<file path="src/rtl/block_avg_reducer.sv">
// Box-filter reducer: reads the source image from ROM and writes FxF block means (F=2/4) to RAM.
// Latency: F*F+ROM_LAT+1 cycles per output pixel; busy spans exactly N pixels of that.
// No backpressure: ROM answers at a fixed latency and RAM accepts one write per pixel.
module block_avg_reducer #(
  parameter int IMG_W   = 160,
  parameter int IMG_H   = 120,
  parameter int ADDR_W  = 19,
  parameter int DATA_W  = 8,
  parameter int ROM_LAT = 1
) (
  input  logic              clk,
  input  logic              reset,
  input  logic              start,
  input  logic              fator_sel,
  output logic [ADDR_W-1:0] rom_addr,
  input  logic [DATA_W-1:0] rom_data,
  output logic [ADDR_W-1:0] ram_wraddr,
  output logic [DATA_W-1:0] ram_data,
  output logic              ram_wren,
  output logic              busy,
  output logic              done
);

  localparam int ACC_W = DATA_W + 4;
  localparam int XW    = $clog2(IMG_W / 2);
  localparam int YW    = $clog2(IMG_H / 2);

  localparam logic [XW-1:0] OW2_M1 = XW'(IMG_W / 2 - 1);
  localparam logic [XW-1:0] OW4_M1 = XW'(IMG_W / 4 - 1);
  localparam logic [YW-1:0] OH2_M1 = YW'(IMG_H / 2 - 1);
  localparam logic [YW-1:0] OH4_M1 = YW'(IMG_H / 4 - 1);

  typedef enum logic [2:0] {
    S_IDLE,
    S_ISSUE,
    S_WAIT,
    S_WRITE,
    S_DONE
  } state_t;

  state_t             r_state;
  logic               r_f4;          // latched factor: 1 -> F=4, 0 -> F=2
  logic [XW-1:0]      r_ox;
  logic [YW-1:0]      r_oy;
  logic [1:0]         r_i;           // column tap inside the block
  logic [1:0]         r_j;           // row tap inside the block
  logic [1:0]         r_wcnt;        // drain counter for the ROM pipeline
  logic [ACC_W-1:0]   r_acc;
  logic [ADDR_W-1:0]  r_oaddr;       // running oy*OW+ox
  logic [ADDR_W-1:0]  r_row_base;    // source address of the first block in this output row
  logic [ADDR_W-1:0]  r_blk_base;    // source address of the block's top-left pixel
  logic [ADDR_W-1:0]  r_line;        // source address of the current tap row's first pixel
  logic [ADDR_W-1:0]  r_rom_addr;
  logic [ADDR_W-1:0]  r_wraddr;
  logic [DATA_W-1:0]  r_data;
  logic               r_wren;
  logic               r_busy;
  logic               r_done;
  logic [ROM_LAT-1:0] r_tok;         // read tokens travelling alongside the ROM latency

  logic [1:0]         w_fm1;
  logic [XW-1:0]      w_ow_m1;
  logic [YW-1:0]      w_oh_m1;
  logic               w_last_pix;
  logic               w_last_tap;
  logic               w_row_end;
  logic [ADDR_W-1:0]  w_row_step;
  logic [ADDR_W-1:0]  w_col_step;
  logic [ADDR_W-1:0]  w_line_next;
  logic [ADDR_W-1:0]  w_next_base;
  logic               w_issue;
  logic               w_arrive;
  logic [ACC_W-1:0]   w_acc_next;
  logic [DATA_W-1:0]  w_result;

  assign w_fm1       = r_f4 ? 2'd3 : 2'd1;
  assign w_ow_m1     = r_f4 ? OW4_M1 : OW2_M1;
  assign w_oh_m1     = r_f4 ? OH4_M1 : OH2_M1;
  assign w_row_end   = (r_ox == w_ow_m1);
  assign w_last_pix  = w_row_end && (r_oy == w_oh_m1);
  assign w_last_tap  = (r_i == w_fm1) && (r_j == w_fm1);
  assign w_row_step  = r_f4 ? ADDR_W'(4 * IMG_W) : ADDR_W'(2 * IMG_W);
  assign w_col_step  = r_f4 ? ADDR_W'(4) : ADDR_W'(2);
  assign w_line_next = r_line + ADDR_W'(IMG_W);
  assign w_next_base = w_row_end ? (r_row_base + w_row_step) : (r_blk_base + w_col_step);

  assign w_issue    = (r_state == S_ISSUE);
  assign w_arrive   = r_tok[ROM_LAT-1];
  assign w_acc_next = r_acc + (w_arrive ? ACC_W'(rom_data) : '0);
  // Mean of F*F samples is a plain shift; the low bits are dropped (truncation).
  assign w_result   = r_f4 ? DATA_W'(w_acc_next >> 4) : DATA_W'(w_acc_next >> 2);

  // Token shift register: marks which cycles carry valid rom_data.
  always_ff @(posedge clk or negedge reset) begin
    if (!reset) begin
      r_tok <= '0;
    end else begin
      r_tok[0] <= w_issue;
      for (int k = 1; k < ROM_LAT; k++) begin
        r_tok[k] <= r_tok[k-1];
      end
    end
  end

  // Control FSM with all outputs registered.
  always_ff @(posedge clk or negedge reset) begin
    if (!reset) begin
      r_state    <= S_IDLE;
      r_f4       <= 1'b0;
      r_ox       <= '0;
      r_oy       <= '0;
      r_i        <= '0;
      r_j        <= '0;
      r_wcnt     <= '0;
      r_acc      <= '0;
      r_oaddr    <= '0;
      r_row_base <= '0;
      r_blk_base <= '0;
      r_line     <= '0;
      r_rom_addr <= '0;
      r_wraddr   <= '0;
      r_data     <= '0;
      r_wren     <= 1'b0;
      r_busy     <= 1'b0;
      r_done     <= 1'b0;
    end else begin
      r_wren <= 1'b0;
      r_done <= 1'b0;
      r_acc  <= w_acc_next;
      case (r_state)
        S_IDLE: begin
          if (start) begin
            r_f4       <= fator_sel;
            r_ox       <= '0;
            r_oy       <= '0;
            r_i        <= '0;
            r_j        <= '0;
            r_acc      <= '0;
            r_oaddr    <= '0;
            r_row_base <= '0;
            r_blk_base <= '0;
            r_line     <= '0;
            r_rom_addr <= '0;
            r_busy     <= 1'b1;
            r_state    <= S_ISSUE;
          end
        end

        S_ISSUE: begin
          if (w_last_tap) begin
            r_wcnt  <= '0;
            r_state <= S_WAIT;
          end else if (r_i == w_fm1) begin
            r_i        <= '0;
            r_j        <= r_j + 2'd1;
            r_line     <= w_line_next;
            r_rom_addr <= w_line_next;
          end else begin
            r_i        <= r_i + 2'd1;
            r_rom_addr <= r_rom_addr + ADDR_W'(1);
          end
        end

        S_WAIT: begin
          // The last sample lands in the final drain cycle, so the result uses w_acc_next.
          if (r_wcnt == 2'(ROM_LAT - 1)) begin
            r_wren   <= 1'b1;
            r_wraddr <= r_oaddr;
            r_data   <= w_result;
            r_acc    <= '0;
            r_state  <= S_WRITE;
          end else begin
            r_wcnt <= r_wcnt + 2'd1;
          end
        end

        S_WRITE: begin
          r_oaddr <= r_oaddr + ADDR_W'(1);
          if (w_last_pix) begin
            r_busy  <= 1'b0;
            r_done  <= 1'b1;
            r_state <= S_DONE;
          end else begin
            if (w_row_end) begin
              r_ox       <= '0;
              r_oy       <= r_oy + YW'(1);
              r_row_base <= w_next_base;
            end else begin
              r_ox <= r_ox + XW'(1);
            end
            r_blk_base <= w_next_base;
            r_line     <= w_next_base;
            r_rom_addr <= w_next_base;
            r_i        <= '0;
            r_j        <= '0;
            r_state    <= S_ISSUE;
          end
        end

        S_DONE: begin
          r_state <= S_IDLE;
        end

        default: begin
          r_state <= S_IDLE;
        end
      endcase
    end
  end

  assign rom_addr   = r_rom_addr;
  assign ram_wraddr = r_wraddr;
  assign ram_data   = r_data;
  assign ram_wren   = r_wren;
  assign busy       = r_busy;
  assign done       = r_done;

endmodule

</file>
<file path="config.mk">
export PLATFORM = sky130hd
export DESIGN_NAME = block_avg_reducer
export DESIGN_NICKNAME = d
export VERILOG_FILES = /design/src/rtl/block_avg_reducer.sv
export SDC_FILE = /design/constraint.sdc
export NUM_CORES = 1
export LEC_CHECK = 0
export ABC_AREA = 1
export CORE_MARGIN = 10
export CORE_UTILIZATION = 60
export DETAILED_ROUTE_END_ITERATION = 8
export GPL_ROUTABILITY_DRIVEN = 0
export PLACE_DENSITY = 0.81
export SLEW_MARGIN = 20
export SYNTH_ARGS = -nofsm -noshare
export SYNTH_HDL_FRONTEND = slang
export SYNTH_SLANG_ARGS = --single-unit
</file>
<file path="constraint.sdc">
create_clock -name clk -period 4.4 [get_ports clk]
set_input_delay 0.66 -clock clk [delete_from_list [all_inputs] [get_ports clk]]
set_output_delay 0.66 -clock clk [all_outputs]
set_load 0.005 [all_outputs]
</file>
==> results of run 1 <==
[worst register-to-register path: stages, from the launching register on]
cell	delay, ns
dfrtp_1	0.81
inv_2	0.36
nand2_1	0.17
nand3_2	0.37
nand2_2	0.40
inv_2	0.07
nor2_1	0.12
nand4_2	0.33
inv_2	0.41
nand3_1	0.15
o21ai_1	0.12
[cells by family (layout without fill, tap and decap cells)]
group,count (synthesis),in the layout,synth area share [%]
flip-flops,161,161,42.4
adder cells (fa/ha/maj),23,23,3.26
AND/OR/NAND/NOR,776,776,34.5
XOR/XNOR,24,24,2.21
AO/OA/AOI/OAI,174,174,9.88
buffers and inverters,184,241,7.83
[layer usage]
metal  part of all wire [%]  routed length [um]
met1                     44               10300
met2                     48               11100
met5                      0                   0
met3                    5.3                1230
met4                    3.3                 770
[cells in the mapped netlist (all sizes together) (3+ instances only)]
cell type / n / area (um^2)
ha: 20 / 250
nor4: 3 / 18.8
a31oi: 6 / 37.5
clkbuf: 8 / 30.0
nand3: 121 / 616
o22ai: 6 / 37.5
nor3: 12 / 87.6
xnor2: 3 / 26.3
nor2: 126 / 495
buf: 29 / 163
nand2: 476 / 1810
o21ai: 111 / 567
a21oi: 37 / 185
dfrtp: 161 / 4030
nand3b: 4 / 30.0
inv: 147 / 552
o21a: 4 / 30.0
or2: 9 / 56.3
fa: 3 / 60.1
o21bai: 8 / 60.1
xor2: 21 / 184
nand4: 23 / 150
[worst paths after layout]
| path | from | end | cells past startpoint |
|---|---|---|---|
| worst max-delay path | r_f4$_DFFE_PN0P_ | r_j[1]$_DFFE_PN0P_ | 10 |
| worst min-delay path | reset | r_acc[3]$_DFF_PN0_ | 1 |
| worst max register to register | r_f4$_DFFE_PN0P_ | r_j[1]$_DFFE_PN0P_ | 10 |
| worst min register to register | ram_wraddr[7]$_DFFE_PN0P_ | ram_wraddr[7]$_DFFE_PN0P_ | 2 |
| min in group clk | ram_wraddr[7]$_DFFE_PN0P_ | ram_wraddr[7]$_DFFE_PN0P_ | 2 |
| max in group asynchronous | reset | r_row_base[6]$_DFFE_PN0P_ | 2 |
[cell type report]
type | count | area, um^2
clock buffer | 19 | 433
fill | 1252 | 4580
sequential | 161 | 4030
inverter | 147 | 552
multi-input combinational | 997 | 4740
clock inverter | 13 | 149
timing repair buffer | 62 | 629
tap | 211 | 264
[where the power goes]
part / total, mW / switching [mW] / internal (mW) / leakage, nW
Sequential: 1.63 / 0.0517 / 1.58 / 1.80
Clock: 1.49 / 0.639 / 0.847 / 0.281
Combinational: 0.614 / 0.362 / 0.252 / 3.44
[flip-flops by register name (all words and copies together) (netlist names), 2 cells and up]
signal	cells
r_i	2
r_state	3
r_line	19
rom_addr	19
r_row_base	19
r_ox	7
ram_wraddr	19
r_blk_base	19
r_wcnt	2
ram_data	8
r_oy	6
r_acc	12
r_j	2
r_oaddr	19
[stage by stage]
step	instance area (um^2)	instances	worst slack [ns]	hold slack [ns]
after floorplan	9510	1342	1.94	0.364
after global placement	10200	1578	1.30	0.452
after detailed placement	10200	1578	1.19	0.458
after CTS	10800	1610	1.08	0.329
after global routing	10800	1610	0.804	0.350
final	10800	1610	1.03	0.260
==> flow_metrics.py, run 1 <==
metrics = {
    "clocking": {
        "cts.clk_slew.worst_paths_ns": 0.06,
        "postCtsSetupRepairBufs": 0,
        "cts_buffers": 17,
        "cts_resized": 0,
        "insertion_delay_ns": 0.44,
        "cts_hold_buffers": 0,
        "cts_tree": "built",
        "clock-sinks": 161,
        "clock-root-buffer": "clkbuf_16",
        "h-tree-depth": 4,
        "cts_buffer_depth": 2,
    },
    "synth": {
        "synth_cells": 1342,
        "yosysUniqueCellTypes": 39,
        "synth_nets": 1377,
        "ys_seq_area_share_pct": 42.4,
        "synth_edf_count": 0,
        "synth_area_um2": 9510,
        "avgSynthCellArea_um2": 7.09,
        "async_reset_ff_share_pct": 100,
        "synth-seq-cells": 161,
        "synth_ff_type": "dfrtp_1",
        "synth-warning-count": 0,
    },
    "floorplan": {
        "start_util_pct": 61.9,
        "dieArea_um2": 21300,
        "die_x_um": 146,
        "ios": 61,
        "dieHeight_um": 146,
        "rows": 45,
        "core_um2": 15400,
    },
    "timing": {
        "fmax_mhz": 297,
        "slew_violations": 0,
        "finalHoldViolations": 0,
        "rsz0062_at_grt": "false",
        "period_needed_ns": 3.37,
        "clock_skew_ns": 0.00893,
        "relSlewSlack_pct": 37.6,
        "finalSetupViolations": 0,
        "tightest_slew_ns": 0.935,
        "post-route-period-util_pct": 76.5,
        "setup_tns_ns": 0,
    },
    "critical_path": {
        "slowest_delay_ns": 0.81,
        "crit_family": "simple AND/OR/NAND/NOR gates",
        "critPathLaunchType": "flip-flop",
        "r2r_slack_ns": 1.03,
        "crit_path_max_fanout": 21,
        "critPathCaptureType": "flip-flop",
        "slowest_stage": "dfrtp_1",
        "cpMostUsedCell": "inv_2",
        "worstPathCellList": "inv_2 > nand2_1 > nand3_2 > nand2_2 > inv_2 > nor2_1 > nand4_2 > inv_2 > nand3_1 > o21ai_1",
        "critPathKind": "flip-flop to flip-flop",
        "critPathBufInv": 3,
        "cp.required_ns": 4.77,
        "arrival_ns": 3.74,
    },
    "detailed_routing": {
        "viasPerCell": 5.42,
        "first_pass_iters": 5,
        "wl_per_cell_um": 14.6,
        "routed_wl_mm": 23.4,
        "vias": 8729,
        "antenna_left": 0,
        "drc": 0,
        "drtIter0Drc": 775,
    },
    "global_routing": {
        "grt_pass1_wl_mm": 39.0,
        "grt_start_max_net_pins": 91,
        "grt_pass1_vias": 8129,
        "grt_usage_pct": 21.8,
        "use_met3_pct": 4.13,
        "use_met1_pct": 27.4,
        "antenna_found_initial": 0,
        "gr-usage-met2_pct": 35.4,
        "busiest_layer": "met2",
        "grt_remaining_overflow": 0,
    },
    "finish": {
        "diodes": 0,
        "final_util_pct": 70.2,
        "fin_nets": 1421,
        "layout_common_cells": "nand2_1, dfrtp_1, inv_1",
        "drive_gt1_share_pct": 5.08,
        "area_delta_synth_final_pct": 13.5,
        "layout_commonest_cell": "nand2_1",
    },
    "power": {
        "powerDensity_nw_per_um2": 345,
        "p_leak_nw": 5.52,
        "total_power_mw": 3.73,
        "ir_drop_uv": 301,
    },
    "run_status": {
        "status": "finished clean",
    },
    "job": {
        "cap_viol_max_count": 0,
    },
    "place": {
        "hpwlAfterDp_mm": 16.6,
        "io_buffers": 60,
    },
    "min_path": {
        "hold_class": "primary input to async pin",
    },
}
No activity file was read; power rests on OpenSTA's default activity.
==> inputs of run 2 (changes only) <==
--- a/config.mk
+++ b/config.mk
@@ -7,10 +7,10 @@
 export LEC_CHECK = 0
 export ABC_AREA = 1
 export CORE_MARGIN = 10
-export CORE_UTILIZATION = 60
+export CORE_UTILIZATION = 54
 export DETAILED_ROUTE_END_ITERATION = 8
 export GPL_ROUTABILITY_DRIVEN = 0
-export PLACE_DENSITY = 0.81
+export PLACE_DENSITY = 0.77
 export SLEW_MARGIN = 20
 export SYNTH_ARGS = -nofsm -noshare
 export SYNTH_HDL_FRONTEND = slang
==> constraint.sdc (replaced) <==
create_clock -name clk -period 3 [get_ports clk]
set_input_delay 0.45 -clock clk [delete_from_list [all_inputs] [get_ports clk]]
set_output_delay 0.45 -clock clk [all_outputs]
set_load 0.005 [all_outputs]
==> run 2 against run 1 <==
Flip-flop and latch count unchanged. Core utilization shrank 7.0 points. Power up 48%. Largest cell class unchanged. Highest routed layer unchanged.
==> flow_metrics.py, run 2 (synthesis gave the netlist of run 1 again) <==
metrics = {
    "finish": {
        "fin_nets": 1435,
        "fillCellCount": 1558,
        "fin_area_um2": 10900,
        "diodes": 0,
        "drive_gt1_share_pct": 6.02,
        "layout_commonest_cell": "nand2_1",
        "area_delta_synth_final_pct": 14.9,
        "final_util_pct": 63.2,
        "layout_common_cells": "nand2_1, dfrtp_1, inv_1",
        "fin_cells": 1638,
    },
    "power": {
        "clockPowerShare_pct": 40.0,
        "switching_power_mw": 1.56,
        "ir_drop_uv": 445,
        "combPwrFrac_pct": 16.5,
        "power.share.sequential_pct": 43.5,
        "p_leak_nw": 5.59,
        "internal-power_mw": 3.94,
        "total_power_mw": 5.50,
        "powerDensity_nw_per_um2": 503,
        "swShare_pct": 28.4,
    },
    "floorplan": {
        "die_x_um": 153,
        "start_util_pct": 55.0,
        "ios": 61,
        "dieArea_um2": 23300,
        "core_um2": 17300,
        "rows": 48,
        "dieHeight_um": 153,
    },
    "critical_path": {
        "cp.required_ns": 3.29,
        "cpMostUsedCell": "nand2_1",
        "critPathLaunchType": "flip-flop",
        "critPathKind": "flip-flop to flip-flop",
        "critPathBufInv": 3,
        "slowest_stage": "dfrtp_1",
        "crit_family": "adder cells",
        "crit_path_max_fanout": 17,
        "arrival_ns": 2.88,
        "slowest_delay_ns": 0.40,
        "worstPathCellList": "inv_2 > ha_1 > inv_1 > fa_1 > inv_1 > nand3_1 > nand2_1 > a21oi_1 > o21ai_0 > nand2_1 > nand2_1 > nand2_1 > nand2_1 > o21ai_1",
        "critPathCaptureType": "flip-flop",
    },
    "detailed_routing": {
        "drtIter0Drc": 777,
        "antenna_left": 0,
        "drc": 0,
        "vias": 8853,
        "first_pass_iters": 6,
        "wl_per_cell_um": 14.5,
        "viasPerCell": 5.40,
        "routed_wl_mm": 23.7,
    },
    "timing": {
        "relSlewSlack_pct": 33.0,
        "finalHoldViolations": 0,
        "setup_tns_ns": 0,
        "period_needed_ns": 2.59,
        "finalSetupViolations": 0,
        "post-route-period-util_pct": 86.4,
        "tightest_slew_ns": 0.999,
        "hold_ws_ns": 0.472,
        "fin_ws_ns": 0.409,
        "clock_skew_ns": 0.0108,
        "rsz0062_at_grt": "false",
        "fmax_mhz": 386,
        "slew_violations": 0,
    },
    "min_path": {
        "hold_class": "flip-flop to flip-flop",
    },
    "clocking": {
        "h-tree-depth": 4,
        "cts.clk_slew.worst_paths_ns": 0.07,
        "clock-sinks": 161,
        "insertion_delay_ns": 0.44,
        "cts_resized": 0,
        "cts_buffer_depth": 2,
        "clock-root-buffer": "clkbuf_16",
        "cts_buffers": 17,
        "cts_tree": "built",
    },
    "place": {
        "io_buffers": 60,
        "place_inst": 1605,
        "placed_cell_area_um2": 10300,
        "dp_slack_ns": 0.491,
        "hpwlAfterDp_mm": 17.4,
    },
    "global_routing": {
        "grt_start_max_net_pins": 55,
        "grt_pass1_vias": 8195,
        "grt_remaining_overflow": 0,
        "antenna_found_initial": 0,
        "grt_pass1_wl_mm": 39.7,
        "grt_usage_pct": 20.1,
    },
    "run_status": {
        "status": "finished clean",
    },
    "job": {
        "cap_viol_max_count": 0,
    },
}
## run 2: worst reg2reg max path: stages, from the launching register on
cell and delay (ns):
dfrtp_1 0.40, inv_2 0.29, ha_1 0.29, inv_1 0.07, fa_1 0.40, inv_1 0.10, nand3_1 0.07, nand2_1 0.19
a21oi_1 0.09, o21ai_0 0.08, nand2_1 0.07, nand2_1 0.16, nand2_1 0.10, nand2_1 0.07, o21ai_1 0.07
## run 2: path summary, 6_finish.rpt
check / end / startpoint / cells past startpoint / slack (ns)
setup / recovery: rom_addr[10]$_DFFE_PN0P_ / r_f4$_DFFE_PN0P_ / 14 / 0.41
hold / removal: ram_wraddr[7]$_DFFE_PN0P_ / ram_wraddr[7]$_DFFE_PN0P_ / 2 / 0.47
setup reg to reg: rom_addr[10]$_DFFE_PN0P_ / r_f4$_DFFE_PN0P_ / 14 / 0.41
hold reg to reg: ram_wraddr[7]$_DFFE_PN0P_ / ram_wraddr[7]$_DFFE_PN0P_ / 2 / 0.47
max in group asynchronous: r_row_base[8]$_DFFE_PN0P_ / reset / 3 / 1.66
min in group asynchronous: r_acc[6]$_DFF_PN0_ / reset / 2 / 0.54
## run 2: routing by layer
metal	vias to the layer above	part of all wire (%)	track usage, %
li1	4416	-	-
met1	4170	45	25.4
met2	227	49	33.7
met3	40	4.5	3.61
met4	0	1.9	7.27
met5	-	0	0
## run 2: final cells by class
| cell class | instances | area [um^2] | share of cell area (%) |
|---|---|---|---|
| Sequential cell | 161 | 4030 | 36.9 |
| Clock inverter | 14 | 155 | 1.42 |
| Tap cell | 225 | 282 | 2.58 |
| Timing Repair Buffer | 76 | 737 | 6.74 |
| Multi-Input combinational cell | 997 | 4740 | 43.3 |
| Inverter | 147 | 552 | 5.05 |
| Clock buffer | 18 | 439 | 4.02 |
## run 2: what timing repair did
| action | 4_1_cts | 5_1_grt |
|---|---|---|
| hold endpoints to repair | 7 | 0 |
| hold buffers | 1 | 0 |
| buffers inserted | 0 | 0 |
## run 2: power by group through the flow
stage          Sequential (mW)  Clock, mW  Combinational [mW]
5_1_grt                   2.40       2.33                1.03
2_1_floorplan             2.42          0               0.571
3_5_place_dp              2.43          0               0.908
3_3_place_gp              2.42          0               0.880
6_report                  2.39       2.20               0.910
4_1_cts                   2.39       2.22               0.919
